--- src/rtl/spi_cmd_feeder.sv ---
// spi_cmd_feeder
//   Buffers {dc, byte} entries in a small FIFO and replays each one to a
//   memory-mapped SPI controller over a single-master AHB-Lite port:
//   DC register, DATA register, START register, then STATUS polling until
//   the controller reports idle. Initialises DELAY and NB registers after reset.
//
// Parameters
//   BASE_ADDR  : AHB base address of the SPI register block.
//   FIFO_DEPTH : input FIFO entries (power of two, 2..64).
//   SPI_DELAY  : value written to the DELAY register at init.
//
// Ports
//   clk, reset              : clock, synchronous active-high reset.
//   in_valid/in_ready       : byte input handshake; in_data byte, in_dc D/C level.
//   ahb_m_*_o               : AHB master request outputs (all registered).
//   ahb_m_hready_i/hresp_i  : slave handshake / error response.
//   ahb_m_hrdata_i          : read data, bit 0 = SPI idle.
//   busy                    : FIFO non-empty or sequencer active.
//   err                     : sticky error-response flag.
//
// Optional feature
//   SPI_FEEDER_DC_CACHE_EN  : when defined, skip the DC write if the last
//                             written DC level already matches the entry.

module spi_cmd_feeder #(
  parameter logic [31:0] BASE_ADDR  = 32'hC000_0000,
  parameter int unsigned FIFO_DEPTH = 8,
  parameter logic [15:0] SPI_DELAY  = 16'd4
) (
  input  logic        clk,
  input  logic        reset,
  input  logic        in_valid,
  output logic        in_ready,
  input  logic [7:0]  in_data,
  input  logic        in_dc,
  output logic [31:0] ahb_m_haddr_o,
  output logic        ahb_m_hwrite_o,
  output logic [1:0]  ahb_m_htrans_o,
  output logic [2:0]  ahb_m_hsize_o,
  output logic [2:0]  ahb_m_hburst_o,
  output logic [3:0]  ahb_m_hprot_o,
  output logic        ahb_m_hmastlock_o,
  output logic [31:0] ahb_m_hwdata_o,
  input  logic        ahb_m_hready_i,
  input  logic        ahb_m_hresp_i,
  input  logic [31:0] ahb_m_hrdata_i,
  output logic        busy,
  output logic        err
);

  localparam int unsigned AW      = $clog2(FIFO_DEPTH);
  localparam logic [AW:0] DEPTH_C = (AW+1)'(FIFO_DEPTH);
  localparam logic [1:0]  HT_IDLE = 2'b00;
  localparam logic [1:0]  HT_NSEQ = 2'b10;

  typedef enum logic [2:0] {
    S_INIT_DLY = 3'd0, S_INIT_NB = 3'd1, S_IDLE = 3'd2, S_WR_DC = 3'd3,
    S_WR_DATA  = 3'd4, S_WR_START = 3'd5, S_POLL = 3'd6
  } state_t;

  state_t      state_q, state_d;
  logic        phase_q, phase_d;     // 0 = address phase, 1 = data phase
  logic        start_q, start_d;     // first post-reset cycle only presents INIT_DLY
  logic [8:0]  hold_q, hold_d;       // {dc, data} of the byte in flight
  logic        err_q, err_d;
  logic [31:0] haddr_q, haddr_d, hwdata_q, hwdata_d;
  logic        hwrite_q, hwrite_d;
  logic [1:0]  htrans_q, htrans_d;

  // FIFO storage and pointers
  logic [8:0]    mem_q [FIFO_DEPTH];
  logic [AW-1:0] wptr_q, wptr_d, rptr_q, rptr_d;
  logic [AW:0]   count_q, count_d;
  logic          push_s, pop_s, skip_dc_s;
  logic [8:0]    head_s;
  logic          unused_hrdata_s;

  assign in_ready        = (count_q != DEPTH_C);
  assign push_s          = in_valid && in_ready;
  assign head_s          = mem_q[rptr_q];
  assign unused_hrdata_s = ^ahb_m_hrdata_i[31:1];

`ifdef SPI_FEEDER_DC_CACHE_EN
  logic dc_valid_q, dc_valid_d, dc_last_q, dc_last_d;
  assign skip_dc_s = dc_valid_q && (dc_last_q == head_s[8]);

  // DC cache: remember the level of every completed DC write
  always_comb begin
    dc_valid_d = dc_valid_q;
    dc_last_d  = dc_last_q;
    if (start_q && ahb_m_hready_i && (state_q == S_WR_DC) && phase_q) begin
      dc_valid_d = 1'b1;
      dc_last_d  = hold_q[8];
    end else begin
      dc_valid_d = dc_valid_q;
    end
  end

  // DC cache registers
  always_ff @(posedge clk) begin
    if (reset) begin
      dc_valid_q <= 1'b0;
      dc_last_q  <= 1'b0;
    end else begin
      dc_valid_q <= dc_valid_d;
      dc_last_q  <= dc_last_d;
    end
  end
`else
  assign skip_dc_s = 1'b0;
`endif

  // Sequencer next state, pop request and sticky error
  always_comb begin
    state_d = state_q;
    phase_d = phase_q;
    start_d = 1'b1;
    hold_d  = hold_q;
    pop_s   = 1'b0;
    err_d   = err_q;
    if (!start_q) begin
      state_d = state_q;                    // present INIT_DLY address phase first
    end else if (state_q == S_IDLE) begin
      if (count_q != {(AW+1){1'b0}}) begin
        pop_s   = 1'b1;
        hold_d  = head_s;
        state_d = skip_dc_s ? S_WR_DATA : S_WR_DC;
        phase_d = 1'b0;
      end else begin
        state_d = S_IDLE;
      end
    end else if (ahb_m_hready_i) begin
      if (!phase_q) begin
        phase_d = 1'b1;
      end else begin
        phase_d = 1'b0;
        case (state_q)
          S_INIT_DLY: state_d = S_INIT_NB;
          S_INIT_NB:  state_d = S_IDLE;
          S_WR_DC:    state_d = S_WR_DATA;
          S_WR_DATA:  state_d = S_WR_START;
          S_WR_START: state_d = S_POLL;
          S_POLL:     state_d = ahb_m_hrdata_i[0] ? S_IDLE : S_POLL;
          default:    state_d = S_IDLE;
        endcase
      end
    end else begin
      state_d = state_q;                    // slave stall: hold everything
    end
    if (start_q && (state_q != S_IDLE) && phase_q && ahb_m_hresp_i) begin
      err_d = 1'b1;
    end else begin
      err_d = err_q;
    end
  end

  // Bus request for the phase being entered; IDLE keeps the last address/data
  always_comb begin
    htrans_d = HT_IDLE;
    haddr_d  = haddr_q;
    hwrite_d = hwrite_q;
    hwdata_d = hwdata_q;
    if (state_d != S_IDLE) begin
      htrans_d = phase_d ? HT_IDLE : HT_NSEQ;
      hwrite_d = 1'b1;
      case (state_d)
        S_INIT_DLY: begin haddr_d = BASE_ADDR + 32'h04; hwdata_d = {16'h0000, SPI_DELAY}; end
        S_INIT_NB:  begin haddr_d = BASE_ADDR + 32'h08; hwdata_d = 32'd7; end
        S_WR_DC:    begin haddr_d = BASE_ADDR + 32'h0C; hwdata_d = {31'd0, hold_d[8]}; end
        S_WR_DATA:  begin haddr_d = BASE_ADDR + 32'h00; hwdata_d = {24'd0, hold_d[7:0]}; end
        S_WR_START: begin haddr_d = BASE_ADDR + 32'h10; hwdata_d = 32'd1; end
        S_POLL:     begin haddr_d = BASE_ADDR + 32'h14; hwdata_d = 32'd0; hwrite_d = 1'b0; end
        default:    begin haddr_d = haddr_q; end
      endcase
    end else begin
      htrans_d = HT_IDLE;
    end
  end

  // FIFO pointer and occupancy update
  always_comb begin
    wptr_d  = push_s ? (wptr_q + AW'(1)) : wptr_q;
    rptr_d  = pop_s  ? (rptr_q + AW'(1)) : rptr_q;
    case ({push_s, pop_s})
      2'b10:   count_d = count_q + (AW+1)'(1);
      2'b01:   count_d = count_q - (AW+1)'(1);
      default: count_d = count_q;
    endcase
  end

  // FIFO storage write (contents need no reset; pointers define validity)
  always_ff @(posedge clk) begin
    if (push_s) begin
      mem_q[wptr_q] <= {in_dc, in_data};
    end
  end

  // State, FIFO control and registered bus outputs
  always_ff @(posedge clk) begin
    if (reset) begin
      state_q  <= S_INIT_DLY;
      phase_q  <= 1'b0;
      start_q  <= 1'b0;
      hold_q   <= 9'd0;
      err_q    <= 1'b0;
      wptr_q   <= {AW{1'b0}};
      rptr_q   <= {AW{1'b0}};
      count_q  <= {(AW+1){1'b0}};
      htrans_q <= HT_IDLE;
      haddr_q  <= 32'd0;
      hwrite_q <= 1'b0;
      hwdata_q <= 32'd0;
    end else begin
      state_q  <= state_d;
      phase_q  <= phase_d;
      start_q  <= start_d;
      hold_q   <= hold_d;
      err_q    <= err_d;
      wptr_q   <= wptr_d;
      rptr_q   <= rptr_d;
      count_q  <= count_d;
      htrans_q <= htrans_d;
      haddr_q  <= haddr_d;
      hwrite_q <= hwrite_d;
      hwdata_q <= hwdata_d;
    end
  end

  assign ahb_m_htrans_o    = htrans_q;
  assign ahb_m_haddr_o     = haddr_q;
  assign ahb_m_hwrite_o    = hwrite_q;
  assign ahb_m_hwdata_o    = hwdata_q;
  assign ahb_m_hsize_o     = 3'b010;
  assign ahb_m_hburst_o    = 3'b000;
  assign ahb_m_hprot_o     = 4'b0011;
  assign ahb_m_hmastlock_o = 1'b0;
  assign err               = err_q;
  assign busy              = (count_q != {(AW+1){1'b0}}) || (state_q != S_IDLE);

endmodule

--- config.mk ---
export PLATFORM = sky130hd
export DESIGN_NAME = spi_cmd_feeder
export DESIGN_NICKNAME = d
export VERILOG_FILES = /design/src/rtl/spi_cmd_feeder.sv
export SDC_FILE = /design/constraint.sdc
export NUM_CORES = 1
export LEC_CHECK = 0
export CAP_MARGIN = 5
export CORE_MARGIN = 8
export CORE_UTILIZATION = 35
export CTS_BUF_LIST = sky130_fd_sc_hd__clkbuf_2 sky130_fd_sc_hd__clkbuf_4 sky130_fd_sc_hd__clkbuf_8
export DETAILED_ROUTE_END_ITERATION = 7
export GPL_TIMING_DRIVEN = 0
export PLACE_DENSITY_LB_ADDON = 0.3
export SLEW_MARGIN = 25
export SYNTH_ARGS = -nofsm -noshare
export SYNTH_HDL_FRONTEND = slang
export SYNTH_SLANG_ARGS = --single-unit
--- constraint.sdc ---
create_clock -name clk -period 3.15 [get_ports clk]
set_clock_uncertainty 0.15 [all_clocks]
set_input_delay 0.63 -clock clk [delete_from_list [all_inputs] [get_ports clk]]
set_output_delay 0.63 -clock clk [all_outputs]
set_load 0.03 [all_outputs]
==> flow_summary.toml <==
[timing]
fmax_mhz = 340
setup_ws_ps = 210
tns_ps = 0
rsz0062_at_grt = "no"
fin_crit_ps = 2940
max_slew_margin_pct = 45.0
slew_violations = 0
worst_pin_slew_ps = 825
finalHoldViolCount = 0
setup_viol = 0
period_share_pct = 93.3

[synthesis]
synth_area_sq_um = 5030
dominantRegCellSynth = "edfxtp_1"
avgSynthCellArea_sq_um = 13.5
synthCells = 372
synth_warnings = 0
synth_edf_count = 72
yosysSeqAreaShare_pct = 59.7
synth_seq_cells = 114
synth.distinct_cells = 56
synthArstFlopShare_pct = 0

[clock_network]
cts_tree = "yes"
cts_sinks = 114
cts.clk_slew.worst_paths_ps = 70
holdBufCountCts = 0
h-tree-depth = 4
clock_latency_ps = 420
clockBufferDepth = 2
cts_buffers = 17
clock-root-buffer = "clkbuf_8"

[global_routing]
grt.total_usage_pct = 11.0
grt_start_max_net_pins = 17
grt_pass1_vias = 2952
grt_first_pass_wirelength_microns = 15400
grt-ovfl-total = 0
antenna_found_initial = 0

[detailed_routing]
vias = 3026
viasPerCell = 4.40
drtIter0Drc = 231
route.antenna.remaining_nets = 0
wl_per_cell_microns = 14.6
drc = 0
first_pass_iters = 4
routed_wl_microns = 10000

[die]
die_h_microns = 136
core_area_sq_um = 14300
ios = 127
die_x_microns = 136
rows = 44
initial_core_util_pct = 35.1
die-area_sq_um = 18500

[cells_and_area]
instances_no_fill = 687
fillCellCount = 1297
final_area_sq_um = 6310
nNetsFinal = 542
most-common-layout-cells = "72 x edfxtp_1, 69 x buf_4, 63 x conb_1"
drive_gt1_share_pct = 29.0
mostFrequentLayoutCell = "edfxtp_1"
area_growth_pct = 25.4
antenna_cells = 0

[worst_setup_path]
crit_slowest_cell = "clkdlybuf4s50_1"
worstPathRequired_ps = 2370
slowest_delay_ps = 610
crit_chain = "or4_4 > nand2b_1 > clkdlybuf4s50_1"
critPathKind = "register to output pin"
cp.arrival_ps = 2160
cp_max_fo = 6
critPathLaunchType = "register"
end_kind = "output pin"

[power]
vdd_ir_drop_max_uv = 450
totalPowerFinal_w = 0.00340
p_leak_nw = 2.42
power.density_nw_per_um2 = 539

[flow_run]
max-cap-violations = 0

[place]
place_area_sq_um = 5860
place_inst = 653
gp_congestion = 0.814
portBuffers = 31
dp_slack_ps = -36.6
dpl.hpwl_microns = 7230

[status]
outcome = "finished clean"

[hold_path]
min_path_type = "register to register"
worst max-delay path, delay by kind of cell (launching register included):
family                 cells  cell delay [ps]
DFF                        1              370
and+or+nand+nor            2              760
buffers and inverters      1              610
area by class of cell:
| cell class | count | area, sq um | share of cell area (%) |
|---|---|---|---|
| clock inverter | 15 | 179 | 2.84 |
| tap | 184 | 230 | 3.65 |
| inverter | 6 | 22.5 | 0.357 |
| multi-input combinational | 236 | 1740 | 27.5 |
| clock buffer | 17 | 234 | 3.71 |
| buffer | 77 | 537 | 8.51 |
| timing repair buffer | 38 | 364 | 5.77 |
| sequential | 114 | 3000 | 47.6 |
cells in the mapped netlist, drive strengths merged (2+ instances only):
library cell | number | share of area, %
a211oi | 4 | 0.70
clkbuf | 5 | 0.37
o21a | 2 | 0.30
xnor2 | 2 | 0.35
nor3 | 7 | 0.92
nand2b | 5 | 0.62
edfxtp | 72 | 43
nand3 | 5 | 0.60
a31oi | 2 | 0.25
ha | 5 | 1.2
nand4 | 2 | 0.25
mux2i | 11 | 2.2
nor4 | 2 | 0.25
dfxtp | 42 | 17
nand2 | 14 | 1.0
mux4 | 18 | 8.1
o21ai | 11 | 1.1
xor2 | 5 | 0.87
a21oi | 21 | 2.1
nor2 | 27 | 2.1
conb | 2 | 0.15
inv | 6 | 0.45
a22o | 5 | 0.87
buf | 72 | 10
worst paths after layout:
| kind | depth (start not counted) | slack (ps) | end | from |
|---|---|---|---|---|
| worst max-delay path | 3 | 210 | busy | count_q[0] |
| worst min register to register | 2 | 320 | ahb_m_haddr_o[30] | ahb_m_haddr_o[30] |
| worst max register to register | 10 | 230 | count_q[3] | count_q[0] |
| worst min-delay path | 2 | 320 | ahb_m_haddr_o[30] | ahb_m_haddr_o[30] |
kinds of logic after synthesis:
logic type / count (synthesis) / synth area share (%)
adder cells (fa/ha/maj): 6 / 1.64
other: 2 / 0.149
flip-flops: 114 / 59.7
XOR/XNOR: 7 / 1.22
AO/OA/AOI/OAI: 58 / 8.31
buffers and inverters: 83 / 11.1
multiplexers: 30 / 10.5
AND/OR/NAND/NOR: 72 / 7.39
per-stage QoR:
step	util [%]	hold WS, ps
2_1_floorplan	-	334
3_3_place_gp	40.5	311
3_5_place_dp	41.0	311
4_1_cts	43.9	329
5_1_grt	44.1	347
6_report	44.1	322
state kept, by name (all words and copies together), names as in the netlist, 3 cells and up, named ones only:
signal,flops
wptr_q,3
rptr_q,3
ahb_m_haddr_o,4
hold_q,9
count_q,4
mem_q,72
state_q,3
ahb_m_hwdata_o,8
report_power, final:
part / total, W / internal [W] / leakage, nW / switching [W]
Sequential: 0.00164 / 0.00162 / 0.996 / 0.0000207
Clock: 0.00142 / 0.000791 / 0.203 / 0.000632
Combinational: 0.000331 / 0.000124 / 1.22 / 0.000207
layer usage:
layer / global-route usage (%) / up-vias / wire length (microns)
met5: 0 / - / 0
met4: 3.36 / 0 / 61
met3: 4.62 / 7 / 1120
met2: 17.4 / 123 / 4560
met1: 13.3 / 1406 / 4270
li1: - / 1490 / -
repair_timing:
item	in CTS	in global routing
endpoints found under the setup margin	0	1
resized for setup	0	1
setup buffers	0	2
Power figures use the tool's default switching activity.
